===== src/rtl/sdf_fft_ctrl.sv =====
// sdf_fft_ctrl: sequencer for a single-path delay-feedback FFT pipeline.
// Tracks the sample index within a frame, drives the per-stage butterfly
// control bits, and inserts zero bubbles to drain the last frame. It also
// carries a {valid, sof} tag alongside the pipeline so that results leave
// the block exactly LAT advances after their input.
module sdf_fft_ctrl #(
    parameter int N_POINTS = 16,
    parameter int STAGES   = $clog2(N_POINTS)
) (
    input  logic              clk,
    input  logic              rst,
    input  logic              in_valid,
    input  logic              in_sof,
    output logic              in_ready,
    input  logic              out_ready,
    output logic [STAGES-1:0] stage_en,
    output logic [STAGES-1:0] stage_ctrl,
    output logic              bubble,
    output logic              out_valid,
    output logic              out_sof,
    output logic              sof_err
);

    localparam int LAT = N_POINTS - 1 + STAGES;
    localparam int CW  = $clog2(N_POINTS);
    localparam int DW  = $clog2(LAT + 1);
    localparam logic [CW-1:0] LAST = CW'(N_POINTS - 1);

    typedef enum logic [1:0] {IDLE, RUN, FLUSH} state_t;

    state_t          state_q, state_d;
    logic [CW-1:0]   cnt_q;
    logic [CW-1:0]   idx;
    logic [CW-1:0]   diff;
    logic [DW-1:0]   drain_q, drain_d;
    logic [LAT-1:0]  vs_valid_q;
    logic [LAT-1:0]  vs_sof_q;
    logic            rdy;
    logic            take;
    logic            accept;
    logic            adv;
    logic            err;

    // Handshake, advance and framing-error decode.
    // The counter is allowed to sit at any value while idle (the drain leaves
    // it wherever it stopped); idx treats it as 0 there, so an sof accepted
    // from idle is always index 0 without a separate counter clear.
    always_comb begin
        idx    = (state_q == IDLE) ? '0 : cnt_q;
        rdy    = out_ready & ((state_q != FLUSH) | (cnt_q == '0));
        take   = in_valid & rdy;
        accept = take & ((state_q == RUN) | in_sof);
        adv    = accept | ((state_q == FLUSH) & out_ready & ~accept);
        err    = 1'b0;
        case (state_q)
            IDLE:    err = take & ~in_sof;
            RUN:     err = take & in_sof;
            FLUSH:   err = take & ~in_sof;
            default: err = 1'b0;
        endcase
    end

    // Next-state and drain-count logic; only consumed on an advance.
    always_comb begin
        state_d = state_q;
        drain_d = drain_q;
        case (state_q)
            IDLE: begin
                if (accept) state_d = RUN;
            end
            RUN: begin
                if (accept && cnt_q == LAST) begin
                    state_d = FLUSH;
                    drain_d = DW'(LAT);
                end
            end
            FLUSH: begin
                if (accept) begin
                    state_d = RUN;
                end else if (adv) begin
                    drain_d = (drain_q == '0) ? '0 : drain_q - 1'b1;
                    if (drain_q <= DW'(1)) state_d = IDLE;
                end
            end
            default: state_d = IDLE;
        endcase
    end

    // Butterfly control: stage s sees the sample that entered s advances ago.
    always_comb begin
        stage_ctrl = '0;
        diff       = '0;
        for (int unsigned s = 0; s < STAGES; s++) begin
            diff          = idx - CW'(s);
            stage_ctrl[s] = diff[STAGES-1-s];
        end
    end

    // Output drive; everything downstream-facing is held low during reset.
    always_comb begin
        in_ready  = rdy & ~rst;
        stage_en  = {STAGES{adv & ~rst}};
        bubble    = adv & ~accept & ~rst;
        out_valid = adv & vs_valid_q[LAT-1] & ~rst;
        out_sof   = adv & vs_sof_q[LAT-1] & ~rst;
        sof_err   = err & ~rst;
    end

    // State, index counter, drain counter and valid/sof tag pipeline.
    always_ff @(posedge clk) begin
        if (rst) begin
            state_q    <= IDLE;
            cnt_q      <= '0;
            drain_q    <= '0;
            vs_valid_q <= '0;
            vs_sof_q   <= '0;
        end else begin
            state_q <= state_d;
            if (adv) begin
                cnt_q      <= idx + 1'b1;
                drain_q    <= drain_d;
                vs_valid_q <= {vs_valid_q[LAT-2:0], accept};
                vs_sof_q   <= {vs_sof_q[LAT-2:0], accept & in_sof & (idx == '0)};
            end
        end
    end

endmodule


===== config.mk =====
export PLATFORM = sky130hd
export DESIGN_NAME = sdf_fft_ctrl
export DESIGN_NICKNAME = d
export VERILOG_FILES = /design/src/rtl/sdf_fft_ctrl.sv
export SDC_FILE = /design/constraint.sdc
export NUM_CORES = 1
export LEC_CHECK = 0
export CORE_ASPECT_RATIO = 1.4
export CORE_MARGIN = 1.5
export CORE_UTILIZATION = 40
export CTS_BUF_LIST = sky130_fd_sc_hd__clkbuf_2 sky130_fd_sc_hd__clkbuf_4 sky130_fd_sc_hd__clkbuf_8
export DETAILED_ROUTE_END_ITERATION = 7
export HOLD_SLACK_MARGIN = 0.08
export PLACE_DENSITY = 0.59
export SKIP_CTS_REPAIR_TIMING = 1
export SYNTH_ARGS = -nofsm -noshare
export SYNTH_HDL_FRONTEND = slang
export SYNTH_SLANG_ARGS = --single-unit
export TNS_END_PERCENT = 50

===== constraint.sdc =====
create_clock -name clk -period 3.8 [get_ports clk]
set_input_delay 0.76 -clock clk [delete_from_list [all_inputs] [get_ports clk]]
set_output_delay 0.76 -clock clk [all_outputs]
set_load 0.01 [all_outputs]

==> results.py, run 1 <==
metrics = {
    "clocking": {
        "clkTransAtPathRegs_ns": 0.09,
        "worstSkewPairLatency_ns": 0.30,
        "cts_max_level": 2,
        "cts.sinks": 49,
        "cts_root_buf": "clkbuf_8",
        "cts_made_buffers": 5,
        "tritoncts": "built",
        "cts_max_path_buffers": 2,
    },
    "timing": {
        "max_freq_mhz": 301,
        "period_share_pct": 87.4,
        "whs_ns": 0.452,
        "tns_ns": 0,
        "drv_slew": 0,
        "setup_viol_count_final": 0,
        "rsz0062_at_grt": "false",
        "hold_viol_final": 0,
        "skew_ns": 0.00265,
        "min_period_ns": 3.32,
        "worstMarginPinSlew_ns": 0.753,
        "maxSlewHeadroom_pct": 49.1,
    },
    "setup_path": {
        "cp.arrival_ns": 2.56,
        "regToRegEndpoint": "cnt_q[2]$_SDFFE_PP0P_",
        "crit_type": "in -> out",
        "crit_family": "buffers and inverters",
        "worstRegToRegCells": 5,
        "slowest_stage": "clkdlybuf4s50_1",
        "rrSetupSlack_ns": 1.79,
        "cpPeakStageDelay_ns": 0.59,
        "r2r_start": "state_q[0]$_SDFFE_PP0P_",
        "cp_data_required_time_ns": 3.04,
        "critPathLaunchType": "input pin",
        "cp_common_cell": "clkdlybuf4s50_1",
        "path_cells": "clkdlybuf4s50_1 > and2_1 > o31a_1 > and3_1 > clkdlybuf4s50_1",
        "worstPathMaxFanout": 6,
        "cp_num_buf_inv": 2,
        "end_kind": "primary output",
    },
    "global_routing": {
        "overflow": 0,
        "grt_pass1_wl_um": 8090,
        "antenna_found_initial": 0,
        "track_usage_pct": 16.7,
        "grt_max_degree": 49,
        "grt_pass1_vias": 1718,
    },
    "final_layout": {
        "area_delta_synth_final_pct": 10.9,
        "fin_nets": 296,
        "drive_gt1_share_pct": 9.09,
        "final_util_pct": 45.5,
        "n_fill_cell": 591,
        "fin_area_mm2": 0.00248,
        "layout_common_cells": "79 x nand2_1, 49 x dfxtp_1, 40 x a21oi_1",
        "diodes": 0,
        "final_common_cell": "nand2_1",
    },
    "routing": {
        "drt_iter0_drc": 101,
        "dr_total_vias": 1851,
        "wire_per_inst_um": 12.8,
        "postRouteWirelength_um": 4540,
        "drc": 0,
        "dr.pass1.iters": 4,
        "viasPerCell": 5.23,
        "antenna_left": 0,
    },
    "die": {
        "core_area_mm2": 0.00545,
        "die_w_um": 66.2,
        "core.rowCount": 32,
        "start_util_pct": 41.1,
        "dieArea_mm2": 0.00605,
        "die_h_um": 91.5,
        "io_pins": 18,
    },
    "power_and_ir_drop": {
        "power.density_mw_per_mm2": 371,
        "leakagePower_nw": 0.826,
        "max-vdd-ir-drop_mv": 0.205,
    },
    "placement": {
        "hpwl_um": 2950,
        "io_buffers": 17,
        "place_area_mm2": 0.00239,
        "gp_congestion": 0.805,
    },
    "run_status": {
        "status": "complete, no violations",
    },
    "yosys": {
        "syn_area_mm2": 0.00224,
        "seq_area_frac_synth_pct": 43.9,
        "synth_top_flop_cell": "dfxtp_1",
        "yosys_warnings": 0,
        "async_reset_ff_share_pct": 0,
        "avgSynthCellArea_um2": 8.10,
        "syn-num-nets": 287,
        "synth-seq-cells": 49,
        "synth_cell_types": 43,
        "synth-edff-count": 0,
        "syn_inst": 276,
    },
    "worst_hold_path": {
        "whs_path_depth": 2,
        "min-delay-path-class": "reg -> reg",
        "holdPathEnd": "vs_valid_q[2]$_SDFFE_PP0P_",
        "worstHoldStart": "vs_valid_q[1]$_SDFFE_PP0P_",
    },
    "run": {
        "drv_cap": 0,
    },
}
## cell usage after synthesis (2+ instances only)
| cell | instances | area share (%) |
|---|---|---|
| ha_1 | 6 | 3.4 |
| nor4b_1 | 2 | 0.78 |
| nand2_1 | 79 | 13 |
| nor2b_1 | 3 | 0.84 |
| nand4_1 | 2 | 0.56 |
| nor2_1 | 13 | 2.2 |
| and3_1 | 3 | 0.84 |
| nor4_1 | 6 | 1.7 |
| o32ai_2 | 2 | 1.5 |
| a211oi_1 | 2 | 0.67 |
| dfxtp_1 | 49 | 44 |
| a31oi_1 | 3 | 0.84 |
| nand3_1 | 3 | 0.67 |
| buf_6 | 3 | 1.5 |
| a211oi_2 | 2 | 1.1 |
| clkbuf_1 | 8 | 1.3 |
| nor3_1 | 3 | 0.67 |
| a21oi_1 | 40 | 9.0 |
| o21ai_0 | 10 | 2.2 |
| buf_4 | 7 | 2.4 |
| inv_1 | 8 | 1.3 |
## sequential cells by signal, summed over array words and instances, names as in the netlist
register,cells
vs_sof_q,19
vs_valid_q,19
drain_q,5
cnt_q,4
state_q,2
## worst max path at each step
stage | startpoint | endpoint | slack (ns) | depth (start not counted)
final | in_sof | out_valid | 0.48 | 5
after global placement | in_sof | out_sof | 0.50 | 5
after floorplan | in_valid | stage_en[1] | 1.24 | 6
after detailed placement | in_sof | out_sof | 0.50 | 5
after global routing | in_sof | out_sof | 0.36 | 5
after CTS | in_sof | out_sof | 0.49 | 5
## kinds of logic after synthesis
logic type               share of synthesized area (%)
flip-flops                                        43.9
adder cells (fa/ha/maj)                           3.36
XOR/XNOR                                         0.392
buffers and inverters                             7.33
AND/OR/NAND/NOR                                   25.6
AO/OA/AOI/OAI                                     19.5
## layer usage
metal | share of wire, % | global-route usage, % | vias to the layer above
li1 | - | - | 951
met1 | 47 | 23.2 | 870
met2 | 49 | 25.8 | 26
met3 | 2.9 | 3.47 | 4
met4 | 0.70 | 5.27 | 0
met5 | 0 | 0 | -
## worst reg2reg max path, stage by stage (launching register included)
cell and delay, ns:
dfxtp_1 0.49, and2b_4 0.27, o31ai_4 0.27, buf_4 0.46, o21ai_0 0.15, a32o_1 0.27
## where the power goes
part           switching (W)  leakage (nW)  internal (W)
sequential        0.00000500         0.396      0.000518
combinational      0.0000535         0.381     0.0000284
clock               0.000177        0.0490      0.000139
total               0.000236         0.826      0.000685
## metrics by stage
stage / worst slack, ns / cells / total power (W)
floorplan: 1.24 / 276 / 0.000596
global placement: 0.501 / 346 / 0.000618
detailed placement: 0.498 / 346 / 0.000617
CTS: 0.486 / 354 / 0.000938
global route: 0.356 / 354 / 0.000969
finish: 0.480 / 354 / 0.000921
## cell type report
cell class                      instances  area, um^2  share of cell area (%)
Multi-Input combinational cell        199        1090                    44.0
Sequential cell                        49         981                    39.6
Timing Repair Buffer                   22         203                    8.17
Tap cell                               68        85.1                    3.43
Clock buffer                            6        76.3                    3.08
Inverter                                8        30.0                    1.21
Clock inverter                          2        13.8                   0.555
Power figures use the tool's default switching activity.
==> inputs of run 2 (changes only) <==
--- a/config.mk
+++ b/config.mk
@@ -10,6 +10,7 @@
 export CORE_UTILIZATION = 40
 export CTS_BUF_LIST = sky130_fd_sc_hd__clkbuf_2 sky130_fd_sc_hd__clkbuf_4 sky130_fd_sc_hd__clkbuf_8
 export DETAILED_ROUTE_END_ITERATION = 7
+export GPL_ROUTABILITY_DRIVEN = 0
 export HOLD_SLACK_MARGIN = 0.08
 export PLACE_DENSITY = 0.59
 export SKIP_CTS_REPAIR_TIMING = 1
==> results of run 2 <==
The final DEF is identical to that of run 1; final timing and power are the same.
